`src/rtl/sha2_pkg.sv`:
```
// Shared definitions for the SHA-2 message-schedule datapath: FSM encoding,
// sliding-window geometry/taps and default sigma constants for 32/64-bit modes.
package sha2_pkg;

  typedef enum logic [1:0] {
    StIdle,
    StLoad,
    StGen,
    StDrain
  } sched_state_e;

  localparam int unsigned WINDOW_DEPTH = 16;

  // Window taps for W[t] = s1(W[t-2]) + W[t-7] + s0(W[t-15]) + W[t-16]
  localparam int unsigned TAP_S1  = 14;
  localparam int unsigned TAP_W7  = 9;
  localparam int unsigned TAP_S0  = 1;
  localparam int unsigned TAP_W16 = 0;

  // SHA-224/256 sigma constants
  localparam int unsigned SIG0_ROT_A_256 = 7;
  localparam int unsigned SIG0_ROT_B_256 = 18;
  localparam int unsigned SIG0_SHR_256   = 3;
  localparam int unsigned SIG1_ROT_A_256 = 17;
  localparam int unsigned SIG1_ROT_B_256 = 19;
  localparam int unsigned SIG1_SHR_256   = 10;

  // SHA-384/512 sigma constants
  localparam int unsigned SIG0_ROT_A_512 = 1;
  localparam int unsigned SIG0_ROT_B_512 = 8;
  localparam int unsigned SIG0_SHR_512   = 7;
  localparam int unsigned SIG1_ROT_A_512 = 19;
  localparam int unsigned SIG1_ROT_B_512 = 61;
  localparam int unsigned SIG1_SHR_512   = 6;

endpackage

```
`src/rtl/sha2_sigma.sv`:
```
// Combinational SHA-2 small sigma: ROTR(x,a) ^ ROTR(x,b) ^ SHR(x,s).
// A rotate amount of 0 passes the word through unchanged.
module sha2_sigma #(
  parameter int unsigned WORD_W = 32,
  parameter int unsigned SH_W   = $clog2(WORD_W)
) (
  input  logic [WORD_W-1:0] x_i,
  input  logic [SH_W-1:0]   rot_a_i,
  input  logic [SH_W-1:0]   rot_b_i,
  input  logic [SH_W-1:0]   shr_i,
  output logic [WORD_W-1:0] y_o
);

  localparam logic [SH_W:0] WordW = (SH_W + 1)'(WORD_W);

  // Left shift by WORD_W - n; n == 0 shifts everything out, leaving x >> 0
  function automatic logic [WORD_W-1:0] rotr(input logic [WORD_W-1:0] x,
                                             input logic [SH_W-1:0]   n);
    logic [SH_W:0] lsh;
    lsh = WordW - {1'b0, n};
    return (x >> n) | (x << lsh);
  endfunction

  // XOR of the two rotations and the logical shift
  always_comb begin
    y_o = rotr(x_i, rot_a_i) ^ rotr(x_i, rot_b_i) ^ (x_i >> shr_i);
  end

endmodule

```
`src/rtl/msg_schedule_unit.sv`:
```
// Streaming SHA-2 message-schedule generator. Loads 16 message words (echoing
// each as W[0..15]) and then expands W[16..ROUNDS-1] from a 16-word sliding
// window through a single-entry output register with valid/ready handshake.
// Optional build macro: MSG_SCHEDULE_STALL_CNT_EN adds the stall_cnt_o counter.
module msg_schedule_unit
  import sha2_pkg::*;
#(
  parameter int unsigned WORD_W = 32,
  parameter int unsigned ROUNDS = 64,
  parameter int unsigned CNT_W  = $clog2(ROUNDS),
  parameter int unsigned SH_W   = $clog2(WORD_W)
) (
  input  logic              clk_i,
  input  logic              rst_ni,
  input  logic              run_i,
  input  logic [SH_W-1:0]   sigma0_rot_a_i,
  input  logic [SH_W-1:0]   sigma0_rot_b_i,
  input  logic [SH_W-1:0]   sigma0_shr_i,
  input  logic [SH_W-1:0]   sigma1_rot_a_i,
  input  logic [SH_W-1:0]   sigma1_rot_b_i,
  input  logic [SH_W-1:0]   sigma1_shr_i,
  input  logic [WORD_W-1:0] in_data_i,
  input  logic              in_valid_i,
  output logic              in_ready_o,
  output logic [WORD_W-1:0] out_data_o,
  output logic [CNT_W-1:0]  out_idx_o,
  output logic              out_valid_o,
  input  logic              out_ready_i,
  output logic              out_last_o,
  output logic              busy_o,
  output logic              done_o
`ifdef MSG_SCHEDULE_STALL_CNT_EN
  ,
  output logic [31:0]       stall_cnt_o
`endif
);

  localparam logic [CNT_W-1:0] LastLoad  = CNT_W'(WINDOW_DEPTH - 1);
  localparam logic [CNT_W-1:0] LastRound = CNT_W'(ROUNDS - 1);

  sched_state_e      state_q;
  logic [CNT_W-1:0]  t_q;
  logic [WORD_W-1:0] out_data_q;
  logic [CNT_W-1:0]  out_idx_q;
  logic              out_valid_q;
  logic              done_q;
  logic [WORD_W-1:0] win_q [WINDOW_DEPTH];

  logic              free;
  logic              load_fire;
  logic              gen_fire;
  logic              push;
  logic              run_accept;
  logic [WORD_W-1:0] sig0;
  logic [WORD_W-1:0] sig1;
  logic [WORD_W-1:0] gen_word;
  logic [WORD_W-1:0] push_word;

  sha2_sigma #(
    .WORD_W (WORD_W),
    .SH_W   (SH_W)
  ) u_sigma0 (
    .x_i     (win_q[TAP_S0]),
    .rot_a_i (sigma0_rot_a_i),
    .rot_b_i (sigma0_rot_b_i),
    .shr_i   (sigma0_shr_i),
    .y_o     (sig0)
  );

  sha2_sigma #(
    .WORD_W (WORD_W),
    .SH_W   (SH_W)
  ) u_sigma1 (
    .x_i     (win_q[TAP_S1]),
    .rot_a_i (sigma1_rot_a_i),
    .rot_b_i (sigma1_rot_b_i),
    .shr_i   (sigma1_shr_i),
    .y_o     (sig1)
  );

  // Handshake decode and next schedule word (sum wraps modulo 2^WORD_W)
  always_comb begin
    free       = !out_valid_q || out_ready_i;
    load_fire  = (state_q == StLoad) && in_valid_i && free;
    gen_fire   = (state_q == StGen) && free;
    push       = load_fire || gen_fire;
    // done_q marks the first IDLE cycle; a run pulse there is ignored
    run_accept = (state_q == StIdle) && run_i && !done_q;
    gen_word   = sig1 + win_q[TAP_W7] + sig0 + win_q[TAP_W16];
    push_word  = load_fire ? in_data_i : gen_word;
  end

  // Control FSM with registered output beat, round counter and done pulse
  always_ff @(posedge clk_i or negedge rst_ni) begin
    if (!rst_ni) begin
      state_q     <= StIdle;
      t_q         <= '0;
      out_data_q  <= '0;
      out_idx_q   <= '0;
      out_valid_q <= 1'b0;
      done_q      <= 1'b0;
    end else begin
      done_q <= 1'b0;
      if (push) begin
        out_data_q  <= push_word;
        out_idx_q   <= t_q;
        out_valid_q <= 1'b1;
        t_q         <= t_q + 1'b1;
      end else if (out_ready_i) begin
        out_valid_q <= 1'b0;
      end
      unique case (state_q)
        StIdle: begin
          if (run_accept) begin
            state_q <= StLoad;
            t_q     <= '0;
          end
        end
        StLoad: begin
          if (load_fire && (t_q == LastLoad)) state_q <= StGen;
        end
        StGen: begin
          if (gen_fire && (t_q == LastRound)) state_q <= StDrain;
        end
        StDrain: begin
          if (out_valid_q && out_ready_i) begin
            state_q <= StIdle;
            done_q  <= 1'b1;
          end
        end
        default: state_q <= StIdle;
      endcase
    end
  end

  // Sliding window: oldest word at index 0, every push shifts toward it
  always_ff @(posedge clk_i or negedge rst_ni) begin
    if (!rst_ni) begin
      for (int i = 0; i < WINDOW_DEPTH; i++) win_q[i] <= '0;
    end else if (push) begin
      for (int i = 0; i < WINDOW_DEPTH - 1; i++) win_q[i] <= win_q[i+1];
      win_q[WINDOW_DEPTH-1] <= push_word;
    end
  end

`ifdef MSG_SCHEDULE_STALL_CNT_EN
  logic [31:0] stall_cnt_q;

  // Saturating count of busy cycles where the consumer holds off a valid beat
  always_ff @(posedge clk_i or negedge rst_ni) begin
    if (!rst_ni) begin
      stall_cnt_q <= '0;
    end else if (run_accept) begin
      stall_cnt_q <= '0;
    end else if ((state_q != StIdle) && out_valid_q && !out_ready_i &&
                 (stall_cnt_q != 32'hFFFF_FFFF)) begin
      stall_cnt_q <= stall_cnt_q + 32'd1;
    end
  end

  assign stall_cnt_o = stall_cnt_q;
`endif

  // Output port mapping
  always_comb begin
    in_ready_o  = (state_q == StLoad) && free;
    out_data_o  = out_data_q;
    out_idx_o   = out_idx_q;
    out_valid_o = out_valid_q;
    out_last_o  = out_valid_q && (out_idx_q == LastRound);
    busy_o      = (state_q != StIdle);
    done_o      = done_q;
  end

endmodule

```
`config.mk`:
```
export PLATFORM = sky130hd
export DESIGN_NAME = msg_schedule_unit
export DESIGN_NICKNAME = d
export VERILOG_FILES = /design/src/rtl/sha2_pkg.sv /design/src/rtl/sha2_sigma.sv /design/src/rtl/msg_schedule_unit.sv
export SDC_FILE = /design/constraint.sdc
export NUM_CORES = 2
export LEC_CHECK = 0
export BUFFER_PORTS_ARGS = -buffer_cell sky130_fd_sc_hd__buf_2
export CAP_MARGIN = 0
export CORE_MARGIN = 4
export CORE_UTILIZATION = 58
export DETAILED_ROUTE_END_ITERATION = 8
export MAX_ROUTING_LAYER = met4
export PLACE_DENSITY = 0.83
export SLEW_MARGIN = 10
export SYNTH_ARGS = -nofsm -noshare
export SYNTH_HDL_FRONTEND = slang
export SYNTH_SLANG_ARGS = --single-unit
```
`constraint.sdc`:
```
create_clock -name clk_i -period 5.3 [get_ports clk_i]
set_input_delay 0.265 -clock clk_i [delete_from_list [all_inputs] [get_ports clk_i]]
set_output_delay 0.265 -clock clk_i [all_outputs]
set_load 0.005 [all_outputs]
```
==> flow_summary.toml <==
[floorplanning]
die-area_um2 = 73500
core_area_um2 = 68600
die_width_um = 271
fp.dieH_um = 271
num_rows = 96
ios = 110
start_util = 0.586

[cells_and_area]
area_growth_pct = 29.2
drive_gt1_frac = 0.297
finalNetCount = 5921

[critical_path]
crit_path_top_delay_cell = "fa_1"
cp.arrival_ns = 6.45
cp-end-kind = "flop"
startpoint = "win_q[452]"
critical-path-top-delay-family = "compound AO/OA/AOI/OAI gates"
worst_ep_required_time_ns = 5.84
slowest_delay_ns = 0.51
cpMostUsedCell = "buf_4"
startpoint_type = "flop"
cp_max_fo = 7
r2r_start = "win_q[452]"
critPathKind = "flop to flop"
cp_num_buf_inv = 6

[sta]
fin_crit_sh = 1.12
max_freq_ghz = 0.169
skew_ns = 0.0581
slew_violations = 0
final-setup-viol-count = 24
fin_crit_ns = 5.91
tightestPinTransition_ns = 1.17
relSlewSlack = 0.220
finalHoldViolations = 0
setup_slack_ns = -0.611
rsz0062_at_grt = "true"

[clock_tree]
htreeDepth = 2
cts_root_buf = "clkbuf_16"
clock_sinks = 528
insertion_delay_ns = 0.68
cts_max_path_buffers = 3
cts_tree = "yes"
numCtsBuffers = 54
clk_pin_slew_worst_paths_ns = 0.07

[yosys]
yosys.area.top_type = "dfrtp_1"
synth_nets = 5145
ys_ff_latch = 528
yosysTopAreaCellShare = 0.329
yosys-top-cells-area = "dfrtp_1 33%, nand2_1 16%, mux4_2 9.2%"
syn_inst = 4975
synth_edf_count = 0
synthFlopType = "dfrtp_1"
ys_types = 77
syn_avg_cell_area_um2 = 8.08
ys_async_sr_fraction = 1.00
synth_area_um2 = 40200
seq_area_frac_synth = 0.329
yosysWarnings = 0

[global_routing]
grt_max_degree = 164
grt_overflow = 0
track_usage = 0.464
grt_pass1_wl_um = 253000
first_global_vias = 41500
antenna_found_initial = 4

[run]
drv_cap = 0

[place]
globalplace.congestion = 1.06
pre_cts_ws_ns = -1.04
portBuffers = 109
dp_hpwl_um = 121000

[routing]
ant_nets = 0
post_drt_wl_per_cell_um = 25.3
vias = 42700
drtPass1Iterations = 7
vias_per_cell = 6.35
drtIter0Drc = 6059
drc = 0
drt_wl_total_um = 171000

[status]
status = "finished, violations left"
violations = "setup timing"

[min_path]
hold_path.class = "input port to flop"
hp-start = "in_data_i[24]"
cell usage after synthesis, drive strengths merged, types with 55 or more instances:
| master | n |
|---|---|
| xnor2 | 122 |
| clkbuf | 338 |
| o21ai | 323 |
| dfrtp | 528 |
| inv | 153 |
| a211oi | 58 |
| mux2i | 261 |
| nand2 | 1734 |
| buf | 118 |
| nor2 | 255 |
| a21oi | 251 |
| fa | 62 |
| mux4 | 170 |
| mux2 | 83 |
| xor2 | 55 |
tightest hold or removal path, stage by stage:
cell     delay [ns]
buf_2          0.09
a22oi_1        0.13
o21ai_1        0.12
layer usage:
metal / global-route usage / up-vias / share of wire
li1: - / 18300 / -
met1: 0.597 / 20600 / 0.38
met2: 0.694 / 3095 / 0.44
met3: 0.123 / 771 / 0.12
met4: 0.210 / 0 / 0.064
met5: - / - / 0
final cells by class:
class                   instances  area (um2)
multi-input cells            3829       25700
fillers                      4642       16700
flip-flops and latches        528       13200
repair buffers               1176        9420
clock buffers                  73        1500
well taps                     931        1160
inverters                     162         616
clock inverters                27         312
diodes                          5        12.5
sequential cells by signal, indices dropped and copies added, names as in the netlist:
signal,cells
done_o,1
state_q,2
out_idx_o,6
out_valid_o,1
t_q,6
win_q,512
cells by family after synthesis:
group,synth area share
compound gates,0.130
xor+xnor,0.0393
fa+ha+maj,0.0437
buf+inv,0.0632
flops,0.329
mux,0.184
simple gates,0.211
path summary, 6_finish.rpt:
path,slack (ns),cells past startpoint,to
max in group asynchronous,3.82,3,win_q[116]
min,0.03,3,win_q[24]
max,-0.61,28,win_q[31]
max reg2reg,-0.61,28,win_q[31]
min reg2reg,0.45,2,win_q[125]
min in group asynchronous,0.15,2,win_q[465]
cell usage in the layout (no fill, tap or decap), types with 92 or more instances in the layout:
| master | synthesis | routed |
|---|---|---|
| inv_1 | 151 | 143 |
| buf_4 | 39 | 971 |
| mux4_2 | 165 | 168 |
| buf_2 | 48 | 107 |
| o21ai_0 | 320 | 267 |
| nor2_1 | 255 | 244 |
| a21oi_1 | 251 | 220 |
| xnor2_1 | 121 | 92 |
| nand2_1 | 1734 | 1731 |
| dfrtp_1 | 528 | 510 |
| mux2i_1 | 261 | 247 |
repair_timing:
action	CTS	global route
setup buffers	15	19
endpoints found under the hold margin	82	0
setup endpoints to repair	29	27
cloned	0	1
hold buffers	28	0
pin swaps	34	65
gates resized for setup	96	134
through the flow:
step | TNS (ns) | hold WS [ns] | util | cell area (um2) | instances
final | -9.19 | 0.0281 | 0.757 | 51900 | 6731
after global routing | -12.67 | 0.00442 | 0.757 | 51900 | 6729
after CTS | -8.41 | 0.00898 | 0.746 | 51200 | 6709
after detailed placement | -19.55 | 0.244 | 0.709 | 48600 | 6568
after global placement | -16.72 | 0.251 | 0.709 | 48600 | 6568
after floorplan | -1.60 | -0.0306 | - | 40700 | 4975
Power is not shown: default switching activity piles up to over one toggle a cycle in this logic, so the estimate is an artifact.
